<file path="src/rtl/word_tx_packer.sv">
// word_tx_packer
//   Latches a 32-bit readback word on a load strobe and hands it to uart_tx
//   one byte at a time over a start/busy handshake. It returns probed values
//   to the host and shares the clock domain of address_multiplexer and uart_tx.
//
//   Parameters
//     MSB_FIRST    1: send [31:24] first, 0: send [7:0] first
//     ACK_TIMEOUT  cycles allowed for tx_busy to rise after tx_start (2..255)
//
//   Ports
//     Clk         system clock, rising edge
//     Reset       synchronous, active-high reset
//     load        one-cycle strobe, data_in_32 valid in the same cycle
//     data_in_32  word to transmit
//     tx_busy     uart_tx busy flag
//     tx_start    one-cycle send request to uart_tx
//     tx_byte_8   byte presented to uart_tx
//     busy        frame in progress
//     done        one-cycle pulse after the last byte has drained
//     err         one-cycle pulse on ack timeout (frame aborted)
//
//   state | meaning
//   IDLE  | waiting for load
//   START | waiting for the transmitter to be free, then issue tx_start
//   ACK   | waiting for tx_busy to rise, bounded by ACK_TIMEOUT
//   DRAIN | byte in flight, waiting for tx_busy to fall
module word_tx_packer #(
    parameter bit          MSB_FIRST   = 1'b1,
    parameter int unsigned ACK_TIMEOUT = 16
) (
    input  logic        Clk,
    input  logic        Reset,
    input  logic        load,
    input  logic [31:0] data_in_32,
    input  logic        tx_busy,
    output logic        tx_start,
    output logic [7:0]  tx_byte_8,
    output logic        busy,
    output logic        done,
    output logic        err
);

    typedef enum logic [1:0] {
        IDLE  = 2'd0,
        START = 2'd1,
        ACK   = 2'd2,
        DRAIN = 2'd3
    } state_t;

    localparam logic [7:0] TIMER_LAST = 8'(ACK_TIMEOUT - 1);

    state_t      state;
    logic [31:0] shift_q;
    logic [1:0]  byte_idx;
    logic [7:0]  timer;
    logic [7:0]  cur_byte;

    // The outgoing byte always sits at the same end of the shift register;
    // the register is shifted toward that end after each byte drains.
    always_comb begin
        cur_byte = shift_q[7:0];
        if (MSB_FIRST) begin
            cur_byte = shift_q[31:24];
        end
    end

    always_ff @(posedge Clk) begin
        if (Reset) begin
            state     <= IDLE;
            shift_q   <= '0;
            byte_idx  <= '0;
            timer     <= '0;
            tx_start  <= 1'b0;
            tx_byte_8 <= '0;
            busy      <= 1'b0;
            done      <= 1'b0;
            err       <= 1'b0;
        end else begin
            tx_start <= 1'b0;
            done     <= 1'b0;
            err      <= 1'b0;
            case (state)
                IDLE: begin
                    if (load) begin
                        shift_q  <= data_in_32;
                        byte_idx <= '0;
                        busy     <= 1'b1;
                        state    <= START;
                    end
                end
                START: begin
                    // A transmitter still busy with other traffic holds us here.
                    if (!tx_busy) begin
                        tx_byte_8 <= cur_byte;
                        tx_start  <= 1'b1;
                        timer     <= '0;
                        state     <= ACK;
                    end
                end
                ACK: begin
                    if (tx_busy) begin
                        state <= DRAIN;
                    end else if (timer == TIMER_LAST) begin
                        err   <= 1'b1;
                        busy  <= 1'b0;
                        state <= IDLE;
                    end else begin
                        timer <= timer + 8'd1;
                    end
                end
                DRAIN: begin
                    if (!tx_busy) begin
                        if (byte_idx == 2'd3) begin
                            done  <= 1'b1;
                            busy  <= 1'b0;
                            state <= IDLE;
                        end else begin
                            byte_idx <= byte_idx + 2'd1;
                            if (MSB_FIRST) begin
                                shift_q <= {shift_q[23:0], 8'h00};
                            end else begin
                                shift_q <= {8'h00, shift_q[31:8]};
                            end
                            state <= START;
                        end
                    end
                end
                default: state <= IDLE;
            endcase
        end
    end

endmodule

</file>
<file path="config.mk">
export PLATFORM = sky130hd
export DESIGN_NAME = word_tx_packer
export DESIGN_NICKNAME = d
export VERILOG_FILES = /design/src/rtl/word_tx_packer.sv
export SDC_FILE = /design/constraint.sdc
export NUM_CORES = 1
export LEC_CHECK = 0
export CAP_MARGIN = 5
export CELL_PAD_IN_SITES_DETAIL_PLACEMENT = 1
export CELL_PAD_IN_SITES_GLOBAL_PLACEMENT = 1
export CORE_UTILIZATION = 37
export CTS_CLUSTER_DIAMETER = 30
export DETAILED_ROUTE_END_ITERATION = 10
export PLACE_DENSITY = 0.87
export SLEW_MARGIN = 5
export SYNTH_ARGS = -nofsm -noshare
export SYNTH_HDL_FRONTEND = slang
export SYNTH_SLANG_ARGS = --single-unit
</file>
<file path="constraint.sdc">
create_clock -name Clk -period 2.1 [get_ports Clk]
set_clock_uncertainty 0.05 [all_clocks]
set_input_delay 0.42 -clock Clk [delete_from_list [all_inputs] [get_ports Clk]]
set_output_delay 0.42 -clock Clk [all_outputs]
set_load 0.005 [all_outputs]
</file>
==> flow_metrics.py <==
metrics = {
    "layout": {
        "final_common_cell": "dfxtp_1",
        "postLayoutCellArea_um2": 3090,
        "drive_gt1_share_pct": 8.85,
        "fin_nets": 377,
        "antenna_cells": 0,
        "area_delta_synth_final_pct": 26.9,
        "final_cell_mix": "dfxtp_1 (56), nand2_1 (51), clkdlybuf4s50_1 (46)",
    },
    "setup_path": {
        "reg2reg_slack_ns": 0.27,
        "cpMaxStageDelayCell": "a31oi_1",
        "path_buf_inv": 1,
        "slowest_delay_ns": 0.65,
        "crit_chain": "clkdlybuf4s50_1 > nor2_1 > a31oi_1 > nand2_1 > a21oi_1",
        "worstPathRequired_ns": 2.29,
        "path_max_fanout": 10,
        "cp-start-kind": "input port",
        "cp.arrival_ns": 2.04,
        "crit_family": "compound AO/OA/AOI/OAI gates",
        "end_kind": "flop",
        "crit_type": "input port to flop",
    },
    "placement": {
        "port_buffers": 47,
        "place.gp.congestion": 0.780,
        "place_ws_ns": -0.0430,
        "placed_area_um2": 3010,
        "dp_hpwl_um": 4490,
    },
    "synth": {
        "synth-xor-area-share_pct": 0,
        "muxShareOfSynthArea_pct": 0,
        "syn_area_um2": 2430,
        "synth_fa_ha_area_share_pct": 1.03,
        "synth_top_area_share_pct": 46.1,
        "syn_area_per_cell_um2": 8.17,
        "synthSimpleGateAreaFrac_pct": 27.6,
        "ys.flop_type": "dfxtp_1",
        "yosys.area.top_type": "dfxtp_1",
        "synth_seq_cells": 56,
        "synth_edf_count": 0,
        "synth.area.top_cells": "dfxtp_1 (46%), a311oi_1 (8.6%), nand3_1 (8.4%), nand2_1 (7.9%), a21oi_1 (5.1%)",
        "synthArstFlopShare_pct": 0,
        "yosys_warnings": 0,
        "syn-instance-count": 298,
        "synth_compound_area_share_pct": 19.5,
        "synth_nets": 336,
        "synth.distinct_cells": 35,
        "synth_top_family_by_area": "simple AND/OR/NAND/NOR gates",
        "synth_seq_area_share_pct": 46.1,
    },
    "route": {
        "drc": 0,
        "antenna_left": 0,
        "viasPerCell": 5.43,
        "dr_total_vias": 2258,
        "dr.pass1.iters": 4,
        "avgRoutedWirePerCell_um": 14.9,
        "drt_iter0_drc": 64,
        "drt-total-wl_um": 6200,
    },
    "clock_tree": {
        "post_cts_buffers": 0,
        "clkSlewWorstSetupHoldPaths_ns": 0.10,
        "hold_buffers": 0,
        "clock-sinks": 56,
        "cts_buffers": 5,
        "clk-insertion-delay-late_ns": 0.31,
        "cts_resized": 0,
        "clockBufferDepth": 2,
        "root_buffer": "clkbuf_8",
        "cts_tree": "yes",
        "cts_htree_levels": 2,
    },
    "hold_path": {
        "hold_class": "flop to flop",
    },
    "grt": {
        "grt_pass1_vias": 2328,
        "grt_pass1_wl_um": 10800,
        "antenna_found_initial": 0,
        "grt_max_degree": 31,
        "globalRouteTotalUtil_pct": 19.2,
        "overflow": 0,
    },
    "sta": {
        "min_period_over_period_pct": 88.0,
        "setup_viol": 0,
        "report.final.slew_viol_count": 0,
        "worstMarginPinSlew_ns": 0.839,
        "max_freq_mhz": 541,
        "slew_headroom_pct": 43.8,
        "rsz0062_at_grt": "no",
        "hold_viol_final": 0,
        "tns_ns": 0,
        "fin_ws_ns": 0.252,
        "period_needed_ns": 1.85,
    },
    "floorplan": {
        "die_area_um2": 6910,
        "num_io_pins": 48,
        "core_area_um2": 6350,
        "placementRows": 29,
        "die_w_um": 83.1,
        "start_util_pct": 38.3,
        "die_y_um": 83.1,
    },
    "run": {
        "drv_cap": 0,
    },
    "pwr": {
        "ir_drop_mv": 0.355,
        "p_per_area_nw_per_um2": 684,
        "p_leak_nw": 1.10,
    },
    "run_status": {
        "status": "completed",
    },
}
path summary, 6_finish.rpt:
path	startpoint	to	depth (start not counted)
worst min-delay path	shift_q[28]	tx_byte_8[4]	2
worst max register to register	timer[0]	timer[6]	5
worst min register to register	shift_q[28]	tx_byte_8[4]	2
worst max-delay path	tx_busy	shift_q[4]	5
power by group:
part / internal [W] / switching, W
logic: 0.000176 / 0.000193
clock network: 0.000228 / 0.000339
registers: 0.00113 / 0.0000423
total: 0.00154 / 0.000574
synthesized netlist by cell type (all sizes together) (4+ instances only):
| cell | count |
|---|---|
| nand2 | 51 |
| nor2b | 4 |
| a31oi | 4 |
| nor2 | 28 |
| clkbuf | 17 |
| nand3 | 41 |
| a21oi | 25 |
| buf | 12 |
| a311oi | 24 |
| dfxtp | 56 |
metal layers:
layer | share of wire (%) | vias to the layer above | GRT usage, % | wire (um)
met4 | 0.71 | 0 | 6.58 | 44
met2 | 51 | 32 | 34.2 | 3170
met3 | 1.9 | 4 | 2.39 | 119
met1 | 46 | 1069 | 23.9 | 2860
met5 | 0 | - | 0 | 0
li1 | - | 1153 | - | -
kinds of logic (layout without fill, tap and decap cells):
family,count (synthesis),count (layout)
and+or+nand+nor,141,141
AOI/OAI and AO/OA,67,67
DFF,56,56
buffers and inverters,32,73
adders and majority gates,2,2
stage by stage:
| step | utilization (%) | total power [W] | hold WS [ns] | cells |
|---|---|---|---|---|
| global placement | 47.4 | 0.00156 | 0.391 | 409 |
| global route | 48.7 | 0.00221 | 0.441 | 416 |
| finish | 48.7 | 0.00211 | 0.409 | 416 |
| CTS | 48.7 | 0.00214 | 0.412 | 416 |
| floorplan | - | 0.00140 | 0.382 | 298 |
| detailed placement | 47.4 | 0.00157 | 0.398 | 409 |
worst reg2reg max path: stages, from the launching register on:
cell      delay [ns]
dfxtp_1         0.35
ha_1            0.22
and3_4          0.21
a211o_1         0.35
or4_4           0.49
o211ai_2        0.08
sequential cells by signal, indices dropped and copies added, names as in the netlist, 2 cells and up:
signal and cells:
state 2, tx_byte_8 8, byte_idx 2, timer 8, shift_q 32
layout make-up:
type / count / area, um2
Fill cell: 770 / 3260
Tap cell: 77 / 96.3
Timing Repair Buffer: 63 / 611
Sequential cell: 56 / 1120
Inverter: 3 / 11.3
Clock inverter: 1 / 5.00
Clock buffer: 6 / 72.6
Multi-Input combinational cell: 210 / 1170
(Power assumes the default switching activity.)
